File: src/rtl/fetch_pkg.sv
// fetch_pkg: shared constants and width helpers for the fetch front end (feature macro: FETCH_RESP_ERR_EN)
package fetch_pkg;

    localparam int INST_BYTES = 4;

    // Width of a counter that must hold 0..n inclusive
    function automatic int cnt_w(input int n);
        return $clog2(n + 1);
    endfunction

    // Width of an index into n entries, never narrower than one bit
    function automatic int idx_w(input int n);
        return (n > 1) ? $clog2(n) : 1;
    endfunction

endpackage

File: src/rtl/fetch_fifo.sv
// fetch_fifo: synchronous FIFO with flush (flush beats push and pop), used for in-flight PCs and the instruction buffer
module fetch_fifo
    import fetch_pkg::*;
#(
    parameter int WIDTH = 8,
    parameter int DEPTH = 4
) (
    input  logic                    clk,
    input  logic                    reset,
    input  logic                    push,
    input  logic                    pop,
    input  logic                    flush,
    input  logic [WIDTH-1:0]        wdata,
    output logic [WIDTH-1:0]        rdata,
    output logic [cnt_w(DEPTH)-1:0] count,
    output logic                    full,
    output logic                    empty
);

    localparam int AW = idx_w(DEPTH);
    localparam int CW = cnt_w(DEPTH);

    logic [WIDTH-1:0] mem [DEPTH];
    logic [AW-1:0]    wr_ptr;
    logic [AW-1:0]    rd_ptr;
    logic             do_push;
    logic             do_pop;

    function automatic logic [AW-1:0] nxt(input logic [AW-1:0] p);
        return (p == AW'(DEPTH - 1)) ? '0 : p + 1'b1;
    endfunction

    assign empty   = count == '0;
    assign full    = count == CW'(DEPTH);
    assign do_push = push && !full;
    assign do_pop  = pop && !empty;
    assign rdata   = mem[rd_ptr];

    // Pointers and occupancy; flush empties the queue regardless of push/pop
    always_ff @(posedge clk or posedge reset) begin
        if (reset) begin
            wr_ptr <= '0;
            rd_ptr <= '0;
            count  <= '0;
        end else if (flush) begin
            wr_ptr <= '0;
            rd_ptr <= '0;
            count  <= '0;
        end else begin
            if (do_push) wr_ptr <= nxt(wr_ptr);
            if (do_pop) rd_ptr <= nxt(rd_ptr);
            count <= count + CW'(do_push) - CW'(do_pop);
        end
    end

    // Storage array, written only by accepted pushes
    always_ff @(posedge clk) begin
        if (do_push && !flush) mem[wr_ptr] <= wdata;
    end

endmodule

File: src/rtl/fetch_unit.sv
// fetch_unit: multi-outstanding instruction fetch front end with redirect flush (feature macro: FETCH_RESP_ERR_EN adds response error tracking)
module fetch_unit
    import fetch_pkg::*;
#(
    parameter int                ADDR_W          = 32,
    parameter int                XLEN            = 32,
    parameter int                MAX_OUTSTANDING = 2,
    parameter int                BUF_DEPTH       = 4,
    parameter logic [ADDR_W-1:0] RESET_PC        = '0
) (
    input  logic              clk,
    input  logic              reset,
    output logic              imem_req_valid,
    input  logic              imem_req_ready,
    output logic [ADDR_W-1:0] imem_req_addr,
    input  logic              imem_resp_valid,
    input  logic [XLEN-1:0]   imem_resp_data,
`ifdef FETCH_RESP_ERR_EN
    input  logic              imem_resp_err,
    output logic              inst_fault,
`endif
    output logic              imem_resp_ready,
    input  logic              redirect_valid,
    input  logic [ADDR_W-1:0] redirect_pc,
    output logic              inst_valid,
    input  logic              inst_ready,
    output logic [XLEN-1:0]   inst_data,
    output logic [ADDR_W-1:0] inst_pc
);

    localparam int OCW = cnt_w(MAX_OUTSTANDING);
    localparam int BCW = cnt_w(BUF_DEPTH);

    typedef struct packed {
        logic [ADDR_W-1:0] pc;
        logic [XLEN-1:0]   data;
`ifdef FETCH_RESP_ERR_EN
        logic              fault;
`endif
    } fetch_entry_t;

    logic [ADDR_W-1:0] fetch_pc;
    logic [ADDR_W-1:0] resp_pc;
    logic [OCW-1:0]    outstanding;
    logic [OCW-1:0]    drop_cnt;
    logic [BCW-1:0]    buf_count;
    logic              if_full;
    logic              if_empty;
    logic              buf_full;
    logic              buf_empty;
    logic              req_fire;
    logic              resp_fire;
    logic              dropping;
    logic              resp_keep;
    logic              inst_fire;
    logic              stall;
    fetch_entry_t      push_entry;
    fetch_entry_t      head;
    fetch_entry_t      hold;

    // Each request reserves a buffer slot, so responses can always be taken
    assign imem_resp_ready = !reset;
    assign imem_req_valid  = !reset && !redirect_valid && !if_full && !stall &&
                             (32'(outstanding) + 32'(buf_count) < BUF_DEPTH);
    assign imem_req_addr   = fetch_pc;
    assign req_fire        = imem_req_valid && imem_req_ready;
    assign resp_fire       = imem_resp_valid && imem_resp_ready && !if_empty;
    assign dropping        = drop_cnt != '0;
    assign resp_keep       = resp_fire && !dropping && !redirect_valid;
    assign inst_valid      = !buf_empty && !redirect_valid;
    assign inst_fire       = inst_valid && inst_ready;
    assign inst_data       = inst_valid ? head.data : hold.data;
    assign inst_pc         = inst_valid ? head.pc : hold.pc;

    // Pair each returning word with the PC it was fetched from
    always_comb begin
        push_entry      = '0;
        push_entry.pc   = resp_pc;
        push_entry.data = imem_resp_data;
`ifdef FETCH_RESP_ERR_EN
        push_entry.fault = imem_resp_err;
`endif
    end

    fetch_fifo #(
        .WIDTH (ADDR_W),
        .DEPTH (MAX_OUTSTANDING)
    ) u_inflight (
        .clk   (clk),
        .reset (reset),
        .push  (req_fire),
        .pop   (resp_fire),
        .flush (1'b0),
        .wdata (fetch_pc),
        .rdata (resp_pc),
        .count (outstanding),
        .full  (if_full),
        .empty (if_empty)
    );

    fetch_fifo #(
        .WIDTH ($bits(fetch_entry_t)),
        .DEPTH (BUF_DEPTH)
    ) u_ibuf (
        .clk   (clk),
        .reset (reset),
        .push  (resp_keep),
        .pop   (inst_fire),
        .flush (redirect_valid),
        .wdata (push_entry),
        .rdata (head),
        .count (buf_count),
        .full  (buf_full),
        .empty (buf_empty)
    );

`ifdef FETCH_RESP_ERR_EN
    logic err_take;
    assign err_take   = resp_keep && imem_resp_err;
    assign inst_fault = inst_valid ? head.fault : hold.fault;

    // After a faulting word is buffered, stop fetching until software redirects
    always_ff @(posedge clk or posedge reset) begin
        if (reset) stall <= 1'b0;
        else if (redirect_valid) stall <= 1'b0;
        else if (err_take) stall <= 1'b1;
    end

    // Count in-flight responses that belong to an abandoned stream
    always_ff @(posedge clk or posedge reset) begin
        if (reset) drop_cnt <= '0;
        else if (redirect_valid) drop_cnt <= outstanding - OCW'(resp_fire);
        else if (err_take) drop_cnt <= outstanding - OCW'(resp_fire) + OCW'(req_fire);
        else if (resp_fire && dropping) drop_cnt <= drop_cnt - 1'b1;
    end
`else
    assign stall = 1'b0;

    // Count in-flight responses that belong to an abandoned stream
    always_ff @(posedge clk or posedge reset) begin
        if (reset) drop_cnt <= '0;
        else if (redirect_valid) drop_cnt <= outstanding - OCW'(resp_fire);
        else if (resp_fire && dropping) drop_cnt <= drop_cnt - 1'b1;
    end
`endif

    // Fetch PC advances on accepted requests and jumps on redirect
    always_ff @(posedge clk or posedge reset) begin
        if (reset) fetch_pc <= RESET_PC;
        else if (redirect_valid) fetch_pc <= redirect_pc;
        else if (req_fire) fetch_pc <= fetch_pc + ADDR_W'(INST_BYTES);
    end

    // Remember the last presented entry so outputs hold while nothing is valid
    always_ff @(posedge clk or posedge reset) begin
        if (reset) hold <= '0;
        else if (inst_valid) hold <= head;
    end

    // Reservation and memory-protocol invariants
    always_ff @(posedge clk) begin
        if (!reset) begin
            assert (32'(outstanding) + 32'(buf_count) <= BUF_DEPTH);
            assert (!(imem_resp_valid && if_empty));
            assert (!(resp_keep && buf_full));
        end
    end

endmodule

File: config.mk
export PLATFORM = sky130hd
export DESIGN_NAME = fetch_unit
export DESIGN_NICKNAME = d
export VERILOG_FILES = /design/src/rtl/fetch_pkg.sv /design/src/rtl/fetch_fifo.sv /design/src/rtl/fetch_unit.sv
export SDC_FILE = /design/constraint.sdc
export NUM_CORES = 1
export LEC_CHECK = 0
export CAP_MARGIN = 30
export CELL_PAD_IN_SITES_DETAIL_PLACEMENT = 0
export CELL_PAD_IN_SITES_GLOBAL_PLACEMENT = 1
export CORE_ASPECT_RATIO = 1.1
export CORE_MARGIN = 1
export CORE_UTILIZATION = 38
export CTS_CLUSTER_DIAMETER = 120
export DETAILED_ROUTE_END_ITERATION = 8
export PLACE_DENSITY = 0.67
export SLEW_MARGIN = 5
export SYNTH_ARGS = -nofsm -noshare
export SYNTH_HDL_FRONTEND = slang
export SYNTH_SLANG_ARGS = --single-unit
File: constraint.sdc
create_clock -name clk -period 6.73 [get_ports clk]
set_clock_uncertainty 0.05 [all_clocks]
set_input_delay 2.019 -clock clk [delete_from_list [all_inputs] [get_ports clk]]
set_output_delay 2.019 -clock clk [all_outputs]
set_load 0.05 [all_outputs]
Word level (Yosys, flattened, before mapping)
Memories as Yosys holds them, arrays and structs flattened.
Index checks and enable logic that the tools add are counted.
{ "word_totals": {"regBits": 109, "n_memories": 2, "input_bits": 70, "elab_cells": 78, "mem_bits_rw": 320, "output_inout_bits": 99} }
{ "classes": {"n_reduce_logical": 30, "mux": 19, "n_lt_le_gt_ge": 1, "n_eq_ne": 4, "n_addsub": 12} }
{ "mem_list": {"columns": ["name", "words", "word_bits", "rd", "rd_clocked_by_memory_dff", "wr", "line_no", "source"], "rows": [
  ["u_ibuf.mem", 4, 64, 1, 0, 1, "fetch_fifo.sv:23", "logic [WIDTH-1:0] mem [DEPTH];"],
  ["u_inflight.mem", 2, 32, 1, 0, 1, "fetch_fifo.sv:23", null]
]} }
{ "op_table": {"columns": ["cell", "count"], "rows": [
  ["32-bit two-way mux", 4],
  ["32-bit by 3-bit adder with 32-bit output (second input constant)", 1],
  ["1-bit logical AND", 16],
  ["2-bit two-way mux", 8],
  ["2-bit nonzero test", 5],
  ["1-bit logical NOT", 7],
  ["2-bit == test (second input constant)", 3],
  ["1-bit two-way mux", 6],
  ["2-bit by 1-bit adder with 2-bit output (second input constant)", 2],
  ["2-bit by 3-bit adder with 4-bit output", 1],
  ["4-bit by 3-bit less-than comparator with 1-bit output (second input constant)", 1],
  ["2-bit by 1-bit subtractor with 2-bit output", 2],
  ["3-bit by 1-bit adder with 3-bit output", 1],
  ["3-bit == test (second input constant)", 1],
  ["3-bit logical NOT", 1],
  ["3-bit two-way mux", 1],
  ["3-bit by 1-bit subtractor with 3-bit output", 1],
  ["1-bit adder (second input constant)", 2],
  ["2-bit by 1-bit adder with 2-bit output", 1],
  ["2-bit logical NOT", 1],
  ["2-bit by 1-bit subtractor with 2-bit output (second input constant)", 1]
]} }

Logic depth before layout (Yosys ltp)
Gate-level depths: netlist of run 1.
{ "logic_depth": {"depth_word": 9, "depth_mapped": 12, "depth_no_buf": 11} }

Cells and area by module
Synthesis of run 1 repeated with hierarchy kept, for this count alone.
{ "hier_totals": {"cells_unflattened": 891, "hier_area_um2": 16816.1} }
{ "by_module_without_submodules": {"columns": ["module", "seq_area_each_um2", "cells_each", "instances", "area_per_inst_um2"], "rows": [
  ["fetch_fifo at u_ibuf", 7862.5, 382, 1, 9708.1],
  ["fetch_unit", 2452.4, 385, 1, 4534.3],
  ["fetch_fifo at u_inflight", 2021.9, 124, 1, 2573.7]
]} }

Least setup slack after synthesis of run 1
No wires, ideal clock.
{ "synth_timing": {"kind": "input port to output port", "start": "input port reset", "end": "output port imem_resp_ready", "stages": 1, "slack_ns": 0.116, "required_time_ns": 4.661, "arrival_ns": 4.545, "n_path_buf": 0, "cell_sequence": "inv_1"} }
{ "synth_via": {"elab_chain_cells": 1} }
{ "synth_rtl": {"columns": ["element", "line_no", "source"], "rows": [
  ["start: declaration", "fetch_unit.sv:12", "input logic reset,"],
  ["1-bit logical NOT (no line)", null, null],
  ["end: declaration", "fetch_unit.sv:22", "output logic imem_resp_ready,"]
]} }
Every way passes these cells.

Final worst setup path of run 1
{ "layout_timing": {"start": "input port reset", "end": "output port imem_req_valid"} }
{ "layout_via": {"elab_chain_cells": 4} }
{ "layout_rtl": {"columns": ["element", "line_no", "source"], "rows": [
  ["1-bit logical NOT (no line)", null, null],
  ["1-bit logical AND (3 in series)", "fetch_unit.sv:63", "assign imem_req_valid = !reset && !redirect_valid && !if_full && !stall &&"],
  ["end: declaration", "fetch_unit.sv:13", "output logic imem_req_valid,"]
]} }
Every way passes these cells.

==> results of run 1 <==
sequential cells by signal (all words and copies together), names as in the netlist:
name and flops:
u_inflight.count 2, u_ibuf.count 3, u_ibuf.mem 256, u_ibuf.wr_ptr 2
u_inflight.rd_ptr 1, u_inflight.mem 64, imem_req_addr 32, drop_cnt 2
u_ibuf.rd_ptr 2, u_inflight.wr_ptr 1, hold 64
area by class of cell:
cell class | count | area (um^2) | share of cell area
clock inverters | 23 | 213 | 0.0104
well taps | 567 | 709 | 0.0348
multi-input cells | 374 | 3960 | 0.194
inverters | 15 | 61.3 | 0.00301
repair buffers | 185 | 1830 | 0.0897
flip-flops and latches | 429 | 12300 | 0.605
clock buffers | 62 | 1270 | 0.0624
kinds of logic (layout without fill, tap and decap cells):
kind of cell,after synthesis,in the layout
DFF,429,429
muxes,166,166
and+or+nand+nor,123,123
AOI/OAI and AO/OA,53,53
buffers and inverters,53,285
xor gates and xnor gates,19,19
adders and majority gates,13,13
critical path, cell delays in order:
cell and delay, ns:
clkdlybuf4s50_1 0.54, nor4_2 0.34, o21a_1 0.18, clkdlybuf4s50_1 0.79
placed cells by master, fill, tap and decap left out, types with 3 or more instances in the layout:
cell | Yosys | layout
a21oi_1 | 4 | 4
and2_4 | 0 | 4
and3_1 | 3 | 3
and4_1 | 6 | 6
buf_12 | 0 | 7
buf_4 | 0 | 42
bufinv_16 | 0 | 4
clkbuf_1 | 20 | 11
clkbuf_16 | 0 | 47
clkbuf_8 | 0 | 4
clkdlybuf4s50_1 | 0 | 134
clkinv_1 | 1 | 10
clkinv_2 | 0 | 7
dfrtp_1 | 109 | 107
edfxtp_1 | 320 | 320
ha_1 | 12 | 12
inv_1 | 13 | 12
mux2_2 | 99 | 99
mux2i_1 | 3 | 3
mux4_2 | 64 | 64
nand2_1 | 40 | 40
nand3_1 | 18 | 18
nand4_1 | 13 | 13
nor2_1 | 15 | 13
nor3_1 | 4 | 4
o211ai_1 | 9 | 9
o21ai_0 | 22 | 22
or3_1 | 5 | 5
xnor2_1 | 7 | 7
xor2_1 | 12 | 12
through the flow:
stage | setup slack [ns] | util | cells | hold slack (ns) | instance area, um^2
2_1_floorplan | 0.116 | - | 856 | 0.410 | 16500
3_3_place_gp | 0.809 | 0.444 | 1569 | 0.433 | 18900
3_5_place_dp | 0.780 | 0.445 | 1570 | 0.435 | 18900
4_1_cts | 0.771 | 0.480 | 1655 | 0.449 | 20400
5_1_grt | 0.716 | 0.480 | 1655 | 0.457 | 20400
6_report | 0.786 | 0.480 | 1655 | 0.444 | 20400
worst min-delay path by stage:
stage / start / to / slack [ns]
global placement: hold[31]$_DFFE_PP0N_ / hold[31]$_DFFE_PP0N_ / 0.43
detailed placement: hold[31]$_DFFE_PP0N_ / hold[31]$_DFFE_PP0N_ / 0.44
finish: hold[49]$_DFFE_PP0N_ / hold[49]$_DFFE_PP0N_ / 0.44
floorplan: u_inflight.wr_ptr$_DFFE_PP0N_ / u_inflight.wr_ptr$_DFFE_PP0N_ / 0.41
global route: hold[28]$_DFFE_PP0N_ / hold[28]$_DFFE_PP0N_ / 0.46
CTS: hold[31]$_DFFE_PP0N_ / hold[31]$_DFFE_PP0N_ / 0.45
power groups by stage:
stage	Sequential, mW	Combinational (mW)	Clock [mW]
2_1_floorplan	3.45	1.89	0
3_3_place_gp	3.50	2.67	0
3_5_place_dp	3.51	2.70	0
4_1_cts	3.46	2.71	2.55
5_1_grt	3.49	2.83	2.65
6_report	3.44	2.67	2.48
synthesized netlist by cell type, drive strengths merged (14+ instances only):
cell / number / area share
buf: 18 / 0.0050
nand3: 18 / 0.0055
dfrtp: 109 / 0.17
inv: 14 / 0.0032
mux4: 64 / 0.087
nand4: 14 / 0.0057
edfxtp: 320 / 0.58
nand2: 41 / 0.0095
o21ai: 22 / 0.0067
clkbuf: 20 / 0.0046
nor2: 15 / 0.0034
mux2: 99 / 0.068
metal layers:
metal | share of wire | vias to the layer above | GRT usage
li1 | - | 3766 | -
met5 | 0 | - | 0
met1 | 0.45 | 4348 | 0.227
met4 | 0.018 | 0 | 0.0471
met2 | 0.48 | 213 | 0.269
met3 | 0.045 | 45 | 0.0358
==> metrics.md, run 1 <==
| Metric | Value |
|---|---|
| Start of the worst register-to-register path | `u_ibuf.count[1]$_DFF_PP0_` |
| PD cells | `422 mW/mm^2` |
| Routability cong. | `0.724` |
| Crit start category | `input pin` |
| Die Ht | `220 um` |
| Unrepaired setup endpoints after global routing | `false` |
| Total power | `8.60 mW` |
| Total I/O pin count | `169` |
| Peak Freq | `168 MHz` |
| Net Sw Frac | `0.333` |
| Max clock buf depth | `3` |
| Synth Area in Compound Gates | `0.0213` |
| Worst setup EP type | `output port` |
| Post-CTS Setup Repair Bufs | `0` |
| Slew HR | `0.360` |
| Initial core utilization | `0.388` |
| Hold Path Depth | `1` |
| Adder-cell area share of the yosys netlist | `0.0103` |
| Part of the cycle the worst path needs | `0.883` |
| DRC errors left | `0` |
| Setup violators final | `0` |
| Largest family of logic cells by synthesized area | `multiplexers` |
| Core area | `0.0425 mm^2` |
| DRT iter0 DRCs | `445` |
| Post-DP HPWL | `20700 um` |
| Net Sw Power | `2.86 mW` |
| HP Class | `flip-flop to flip-flop` |
| Xor/xnor cell area share of the yosys netlist | `0.0101` |
| Post-DR vias/cell | `5.06` |
| Die Width | `201 um` |
| Reg power frac | `0.401` |
| Combinational share of power | `0.311` |
| Final hold violation count | `0` |
| Reg2Reg Setup Slack | `3.79 ns` |
| Fin. max-slew vios | `0` |
| WP data arrival | `3.88 ns` |
| Root cell of the clock tree | `clkbuf_16` |
| Layout cells sized above 1 | `0.274` |
| Antenna diodes | `0` |
| Register area share after synthesis | `0.749` |
| Top FF cell, synth | `edfxtp_1` |
| Avg WL per Cell | `21.4 um` |
| Setup crit end | `imem_req_valid` |
| 1st-pass router iterations | `5` |
| Fill count | `3650` |
| Crit path from | `reset` |
| Post-synth ARST share | `0.254` |
| Clock power share | `0.288` |
| Netlist Area Pre-Place | `0.0165 mm^2` |
| Critical path type | `input pin to output port` |
| R2r worst-path depth | `12` |
| IO Port Bufs | `168` |
| Site Rows | `79` |
| Critical path required time | `4.66 ns` |
| Outcome | `finished clean` |
| Number of flops mapped to enable cells by yosys | `320` |
| Syn Inst Count | `856` |
| Multiplexer share of the synthesized area | `0.157` |
| Syn. warnings | `0` |
| Clock sink count | `429` |
| CTS Buf Count | `46` |
| Vias in the first global route | `8880` |
| CTS resizes | `0` |
| ANT nets after route | `0` |
| CTS H-tree lvls | `2` |
| Unique masters post-synth | `51` |
| Total Neg Setup Slack | `0 ns` |
| Remaining Overflow, GRT | `0` |
| Initial antenna violation count | `2` |
| Total routed wirelength | `35400 um` |
| CP max FO | `4` |
| Via count | `8372` |
| Nets | `1134` |
| Slew @ Worst Pin | `0.960 ns` |
| Synthesis-stage register bit count | `429` |
| Pin count of the biggest net entering global routing | `110` |
| First-pass GRT wire length | `54900 um` |
| Simple logic cell fraction of the synthesized area | `0.0399` |
| Max-cap violations | `0` |
| RR Endpoint | `u_ibuf.count[2]$_DFF_PP0_` |
| Total track usage | `0.166` |
| Hold Buf Count CTS | `0` |
| CTS tree | `done` |
| Crit path time final | `5.94 ns` |
| Leak | `6.98 nW` |
| Die area | `0.0442 mm^2` |
| Clk_lat worst skew | `0.57 ns` |
| Synthesized Nets | `939` |
| Area delta synth->final | `23.7%` |
| Pint | `5.73 mW` |
| Peak VDD IR | `0.238 mV` |
| Syn avg cell area | `19.3 um^2` |
| Clock-pin slew on the worst setup and hold paths | `0.06 ns` |
(Power assumes the default switching activity.)
==> run 2: changes to the inputs <==
--- a/config.mk
+++ b/config.mk
@@ -13,7 +13,9 @@
 export CORE_UTILIZATION = 38
 export CTS_CLUSTER_DIAMETER = 120
 export DETAILED_ROUTE_END_ITERATION = 8
-export PLACE_DENSITY = 0.67
+export DONT_BUFFER_PORTS = 1
+export GPL_ROUTABILITY_DRIVEN = 1
+export PLACE_DENSITY = 0.61
 export SLEW_MARGIN = 5
 export SYNTH_ARGS = -nofsm -noshare
 export SYNTH_HDL_FRONTEND = slang
==> run 2 against run 1 <==
First-iteration DRC count decreased by 8.3%. Critical path depth decreased by 1. Combinational power shrank 23%. Global-route usage shrank 0.54 points. Register-to-register slack lost 0.16 ns. Non-clock buffer count down 172. Sequential share of layout area increased by 5.6 points. Via count decreased by 7.8%. Cell count decreased by 10%. Wire length shrank 2.0%. Largest power group unchanged.
==> metrics.md, run 2 (same netlist as run 1, synthesis figures left out) <==
| Metric | Value |
|---|---|
| Top sig layer | `met4` |
| CTS tree | `done` |
| Die area | `0.0442 mm^2 (unchanged)` |
| IO Port Bufs | `0 (-100%)` |
| Critical path required time | `4.66 ns (about the same)` |
| DRT iter0 DRCs | `408 (-8.3%)` |
| Initial antenna violation count | `0 (-2)` |
| Fin. max-slew vios | `0 (unchanged)` |
| Slew @ Worst Pin | `0.935 ns (-0.0251 ns)` |
| Biggest regs | `u_ibuf.mem: 256 flops, hold: 64 flops, u_inflight.mem: 64 flops` |
| Total I/O pin count | `169 (unchanged)` |
| Post-DP HPWL | `20800 um (+0.45%)` |
| Detailed-routed wire length on met3 | `2120 um (+33%)` |
| Sequential cell area | `0.0123 mm^2 (about the same)` |
| CTS Buf Count | `47 (+2.2%)` |
| Worst setup EP type | `output port` |
| Fill count | `3731 (+2.2%)` |
| Most frequent cells in the layout | `320 x edfxtp_1, 106 x dfrtp_1, 99 x mux2_2, 64 x mux4_2, 47 x clkbuf_16` |
| Most common cell after layout, fill and taps aside | `edfxtp_1` |
| Outcome | `finished clean` |
| Met2 routed WL | `16600 um (-2.8%)` |
| Part of the cycle the worst path needs | `0.823 (-0.0601)` |
| First-pass GRT wire length | `52500 um (-4.4%)` |
| Die Width | `201 um (unchanged)` |
| Clk_lat worst skew | `0.57 ns (about the same)` |
| Routability cong. | `0.718 (-0.80%)` |
| Total routed wirelength | `34700 um (-2.0%)` |
| Layout Utilization | `0.439 (-0.0403)` |
| HP Class | `flip-flop to flip-flop` |
| Crit path time final | `5.54 ns (-0.405 ns)` |
| CP max FO | `57 (+53)` |
| Root cell of the clock tree | `clkbuf_16` |
| Remaining Overflow, GRT | `0 (unchanged)` |
| Reg power frac | `0.443 (+0.042)` |
| Number of flip-flops in the largest register | `256 (unchanged)` |
| Net Sw Frac | `0.344 (+0.0111)` |
| PD cells | `429 mW/mm^2 (+1.7%)` |
| Metal1 wirelength | `15300 um (-4.8%)` |
| Slew HR | `0.377 (+0.0167)` |
| Unrepaired setup endpoints after global routing | `false` |
| Clock-pin slew on the worst setup and hold paths | `0.06 ns (about the same)` |
| Peak VDD IR | `0.161 mV (-32%)` |
| Placed insts | `1397 (-11%)` |
| Total power | `8.01 mW (-6.8%)` |
| Total Neg Setup Slack | `0 ns (unchanged)` |
| Largest register by flop count | `u_ibuf.mem` |
| Clock sink count | `429 (unchanged)` |
| Leak | `6.24 nW (-11%)` |
| Peak Freq | `181 MHz (+7.3%)` |
| CTS H-tree lvls | `2 (unchanged)` |
| Site Rows | `79 (unchanged)` |
| Nets | `963 (-15%)` |
| Max clock buf depth | `3 (unchanged)` |
| Net Sw Power | `2.76 mW (-3.7%)` |
| Hold Path Depth | `1 (unchanged)` |
| Pint | `5.25 mW (-8.4%)` |
| Initial core utilization | `0.388 (unchanged)` |
| CTS resizes | `0 (unchanged)` |
| Vias in the first global route | `8096 (-8.8%)` |
| ANT nets after route | `0 (unchanged)` |
| Final non-filler cell total | `1483 (-10%)` |
| Area occupied by multi-input gates | `0.00396 mm^2 (unchanged)` |
| R2r worst-path depth | `5 (-7)` |
| Final hold violation count | `0 (unchanged)` |
| Pin count of the biggest net entering global routing | `58 (-47%)` |
| Setup violators final | `0 (unchanged)` |
| Via count | `7720 (-7.8%)` |
| Antenna diodes | `0 (unchanged)` |
| Die Ht | `220 um (unchanged)` |
| Post-DR vias/cell | `5.21 (+2.9%)` |
| Hold Buf Count CTS | `0 (unchanged)` |
| Max-cap violations | `0 (unchanged)` |
| 1st-pass router iterations | `4 (-1)` |
| Critical path type | `input pin to output port` |
| Crit start category | `input pin` |
| Clock power share | `0.302 (+0.014)` |
| Area delta synth->final | `13.3%` |
| Total track usage | `0.160 (-0.00544)` |
| WP data arrival | `3.47 ns (-0.41 ns)` |
| Avg WL per Cell | `23.4 um (+9.3%)` |
| Core area | `0.0425 mm^2 (unchanged)` |
| Post-CTS Setup Repair Bufs | `0 (unchanged)` |
| DRC errors left | `0 (unchanged)` |
| Layout cells sized above 1 | `0.284 (+0.00995)` |
| Combinational share of power | `0.255 (-0.056)` |
-- run 2: changes by cell type in the layout (fill, tap and decap cells not counted) --
cell / previous run / this run
clkdlybuf4s50_1: 134 / 0
buf_4: 42 / 8
clkbuf_1: 11 / 17
clkinv_1: 10 / 5
buf_12: 7 / 4
clkbuf_8: 4 / 1
clkinv_2: 7 / 10
buf_2: 1 / 0
bufinv_16: 4 / 3
dfrtp_1: 107 / 106
dfrtp_2: 0 / 1
-- run 2: final cells by class --
| type | count | share of cell area |
|---|---|---|
| Sequential cell | 429 | 0.661 |
| Clock inverter | 20 | 0.00958 |
| Timing Repair Buffer | 13 | 0.00898 |
| Clock buffer | 65 | 0.0671 |
| Tap cell | 567 | 0.0380 |
| Multi-Input combinational cell | 374 | 0.212 |
| Inverter | 15 | 0.00328 |
-- run 2: final timing paths --
| path | to | from | slack (ns) |
|---|---|---|---|
| worst min register to register | u_inflight.count[1]$_DFF_PP0_ | u_inflight.count[1]$_DFF_PP0_ | 0.50 |
| worst min-delay path | u_inflight.count[1]$_DFF_PP0_ | u_inflight.count[1]$_DFF_PP0_ | 0.50 |
| worst max-delay path | inst_data[22] | redirect_valid | 1.19 |
| worst max register to register | u_ibuf.mem[3][34]$_DFFE_PP_ | u_inflight.count[1]$_DFF_PP0_ | 3.63 |
| max in group asynchronous | u_ibuf.rd_ptr[1]$_DFFE_PP0P_ | reset | 4.36 |
| min in group asynchronous | u_inflight.count[0]$_DFF_PP0_ | reset | 1.20 |
-- run 2: metal layers --
layer	global-route usage	up-vias
met5	0	-
met1	0.210	4073
li1	-	3433
met3	0.0439	43
met4	0.0519	0
met2	0.261	171
-- run 2: critical path: stages --
cell	delay, ns
nor2_4	0.59
buf_12	0.30
mux2_2	0.50
-- run 2: power by group through the flow --
stage / logic (mW) / clock network (mW) / registers, mW
6_report: 2.05 / 2.42 / 3.55
5_1_grt: 2.16 / 2.59 / 3.60
3_5_place_dp: 2.07 / 0 / 3.61
4_1_cts: 2.08 / 2.50 / 3.56
2_1_floorplan: 1.89 / 0 / 3.45
3_3_place_gp: 2.05 / 0 / 3.61
-- run 2: through the flow --
stage	area, um^2	hold slack, ns	setup WS [ns]
floorplan	16500	0.410	0.116
global placement	17200	0.475	1.23
detailed placement	17200	0.490	1.19
CTS	18600	0.502	1.19
global route	18700	0.515	1.16
finish	18700	0.500	1.19
==> run 3: changes to the inputs <==
==> constraint.sdc (replaced) <==
create_clock -name clk -period 5.6 [get_ports clk]
set_clock_uncertainty 0.05 [all_clocks]
set_input_delay 1.68 -clock clk [delete_from_list [all_inputs] [get_ports clk]]
set_output_delay 1.68 -clock clk [all_outputs]
set_load 0.05 [all_outputs]
==> run 3 against run 2 <==
Critical path depth unchanged. Wire length decreased by 0.58%. Cell count increased by 0.20%. Critical path type unchanged. Highest routed layer unchanged.
==> metrics.md, run 3 (same netlist as run 1, synthesis figures left out) <==
| Metric | Value |
|---|---|
| Pin count of the biggest net entering global routing | `58 (unchanged)` |
| Post-DP HPWL | `21200 um (+2.1%)` |
| Critical path required time | `3.87 ns (-0.79 ns)` |
| Layout cells sized above 1 | `0.293 (+0.00887)` |
| Fin. max-slew vios | `0 (unchanged)` |
| Via count | `7694 (-0.34%)` |
| Pint | `6.44 mW (+23%)` |
| Peak Freq | `214 MHz` |
| Most frequent cells in the layout | `320 x edfxtp_1, 106 x dfrtp_1, 99 x mux2_2, 64 x mux4_2, 49 x clkbuf_16` |
| Slew HR | `0.394 (+0.0173)` |
| Slew @ Worst Pin | `0.909 ns (-0.0260 ns)` |
| Critical path type | `input pin to output port` |
| Net Sw Power | `3.33 mW (+21%)` |
| Start of the worst register-to-register path | `u_inflight.count[1]$_DFF_PP0_` |
| Die area | `0.0442 mm^2 (unchanged)` |
| IO Port Bufs | `0 (unchanged)` |
| Setup violators final | `0 (unchanged)` |
| Part of the cycle the worst path needs | `0.833` |
| Avg WL per Cell | `23.2 um (-0.78%)` |
| Total routed wirelength | `34500 um (-0.58%)` |
| Post-DR vias/cell | `5.18 (-0.54%)` |
| Net Sw Frac | `0.341 (-0.00353)` |
| Remaining Overflow, GRT | `0 (unchanged)` |
| Total I/O pin count | `169 (unchanged)` |
| HP Class | `flip-flop to flip-flop` |
| Total power | `9.76 mW (+22%)` |
| Max-cap violations | `0 (unchanged)` |
| PD cells | `519 mW/mm^2 (+21%)` |
| Final setup margin | `0.938 ns (-0.253 ns)` |
| Clock-pin slew on the worst setup and hold paths | `0.06 ns (about the same)` |
| DRC errors left | `0 (unchanged)` |
| Reg power frac | `0.435 (-0.008)` |
| Clk_lat worst skew | `0.56 ns (about the same)` |
| Die Ht | `220 um (unchanged)` |
| Place WS | `0.940 ns (-0.249 ns)` |
| Core area | `0.0425 mm^2 (unchanged)` |
| Leak | `6.30 nW (+1.0%)` |
| Initial core utilization | `0.388 (unchanged)` |
| Clock sink count | `429 (unchanged)` |
| Initial antenna violation count | `0 (unchanged)` |
| 1st-pass router iterations | `5 (+1)` |
| Peak VDD IR | `0.206 mV (+28%)` |
| Worst setup EP type | `output port` |
| Slowest stage cell, crit path | `mux2_2` |
| Outcome | `finished clean` |
| Combinational share of power | `0.254 (about the same)` |
| Root cell of the clock tree | `clkbuf_16` |
| Hold_sp | `u_inflight.wr_ptr$_DFFE_PP0N_` |
| Hold Buf Count CTS | `0 (unchanged)` |
| First-pass GRT wire length | `52300 um (-0.37%)` |
| Crit path time final | `4.66 ns` |
| CTS H-tree lvls | `2 (unchanged)` |
| Crit path from | `redirect_valid` |
| Die Width | `201 um (unchanged)` |
| Slowest stage delay, CP | `0.54 ns (-0.05 ns)` |
| Final hold violation count | `0 (unchanged)` |
| ANT nets after route | `0 (unchanged)` |
| Unrepaired setup endpoints after global routing | `false` |
| Antenna diodes | `0 (unchanged)` |
| Total track usage | `0.160 (-0.000740)` |
| WP data arrival | `2.93 ns (-0.54 ns)` |
| Site Rows | `79 (unchanged)` |
| Largest register by flop count | `u_ibuf.mem` |
| Nets | `965 (+0.21%)` |
| Number of flip-flops in the largest register | `256 (unchanged)` |
| Total Neg Setup Slack | `0 ns (unchanged)` |
| CTS resizes | `0 (unchanged)` |
| Routability cong. | `0.702 (-2.3%)` |
| Clock power share | `0.312 (+0.010)` |
| DRT iter0 DRCs | `356 (-13%)` |
| CTS Buf Count | `46 (-2.1%)` |
| Crit start category | `input pin` |
| Post-CTS Setup Repair Bufs | `0 (unchanged)` |
| Area delta synth->final | `14.2%` |
| CTS tree | `done` |
| Biggest regs | `u_ibuf.mem: 256 flops, hold: 64 flops, u_inflight.mem: 64 flops` |
| Max clock buf depth | `3 (unchanged)` |
| Most common cell after layout, fill and taps aside | `edfxtp_1` |
| Vias in the first global route | `8021 (-0.93%)` |
| CP max FO | `57 (unchanged)` |
| CP Cell Sequence | `nor2_4 -> buf_4 -> mux2_2` |
run 3: path summary, 6_finish.rpt:
path | end | slack, ns | cells after the start
setup / recovery | inst_data[22] | 0.94 | 3
hold / removal | u_inflight.wr_ptr$_DFFE_PP0N_ | 0.50 | 1
setup reg to reg | u_ibuf.mem[3][26]$_DFFE_PP_ | 2.69 | 5
hold reg to reg | u_inflight.wr_ptr$_DFFE_PP0N_ | 0.50 | 1
max in group asynchronous | u_inflight.rd_ptr$_DFFE_PP0P_ | 3.13 | 3
min in group asynchronous | u_ibuf.rd_ptr[1]$_DFFE_PP0P_ | 1.44 | 2
run 3: critical path: cells and delay by family:
| kind | cells | cell delay, ns |
|---|---|---|
| mux | 1 | 0.54 |
| buf+inv | 1 | 0.50 |
| simple gates | 1 | 0.16 |
run 3: power by group through the flow:
stage | Clock, mW | Combinational (mW) | Sequential [mW]
after global routing | 3.26 | 2.61 | 4.30
final | 3.04 | 2.48 | 4.24
after detailed placement | 0 | 2.45 | 4.36
after CTS | 3.13 | 2.46 | 4.30
after floorplan | 0 | 2.27 | 4.14
after global placement | 0 | 2.42 | 4.37
run 3: final cells by class:
type	instances	area [um^2]
Timing Repair Buffer	16	215
Fill cell	3681	23700
Tap cell	567	709
Multi-Input combinational cell	374	3960
Sequential cell	429	12300
Clock buffer	57	1260
Inverter	15	60.1
Clock inverter	28	272
run 3: per-stage QoR:
step                      utilization  cell area [um^2]  instances  hold slack [ns]
final                           0.443             18800       1486            0.498
after CTS                       0.442             18800       1485            0.502
after global routing            0.443             18800       1486            0.511
after global placement          0.406             17200       1399            0.480
after floorplan                     -             16500        856            0.410
after detailed placement        0.406             17300       1400            0.489
run 3: per-layer routing:
metal	track usage	routed length (um)	vias to the layer above
met2	0.256	16400	227
li1	-	-	3437
met1	0.208	15000	3989
met3	0.0545	2520	41
met4	0.0445	621	0
met5	0	0	-
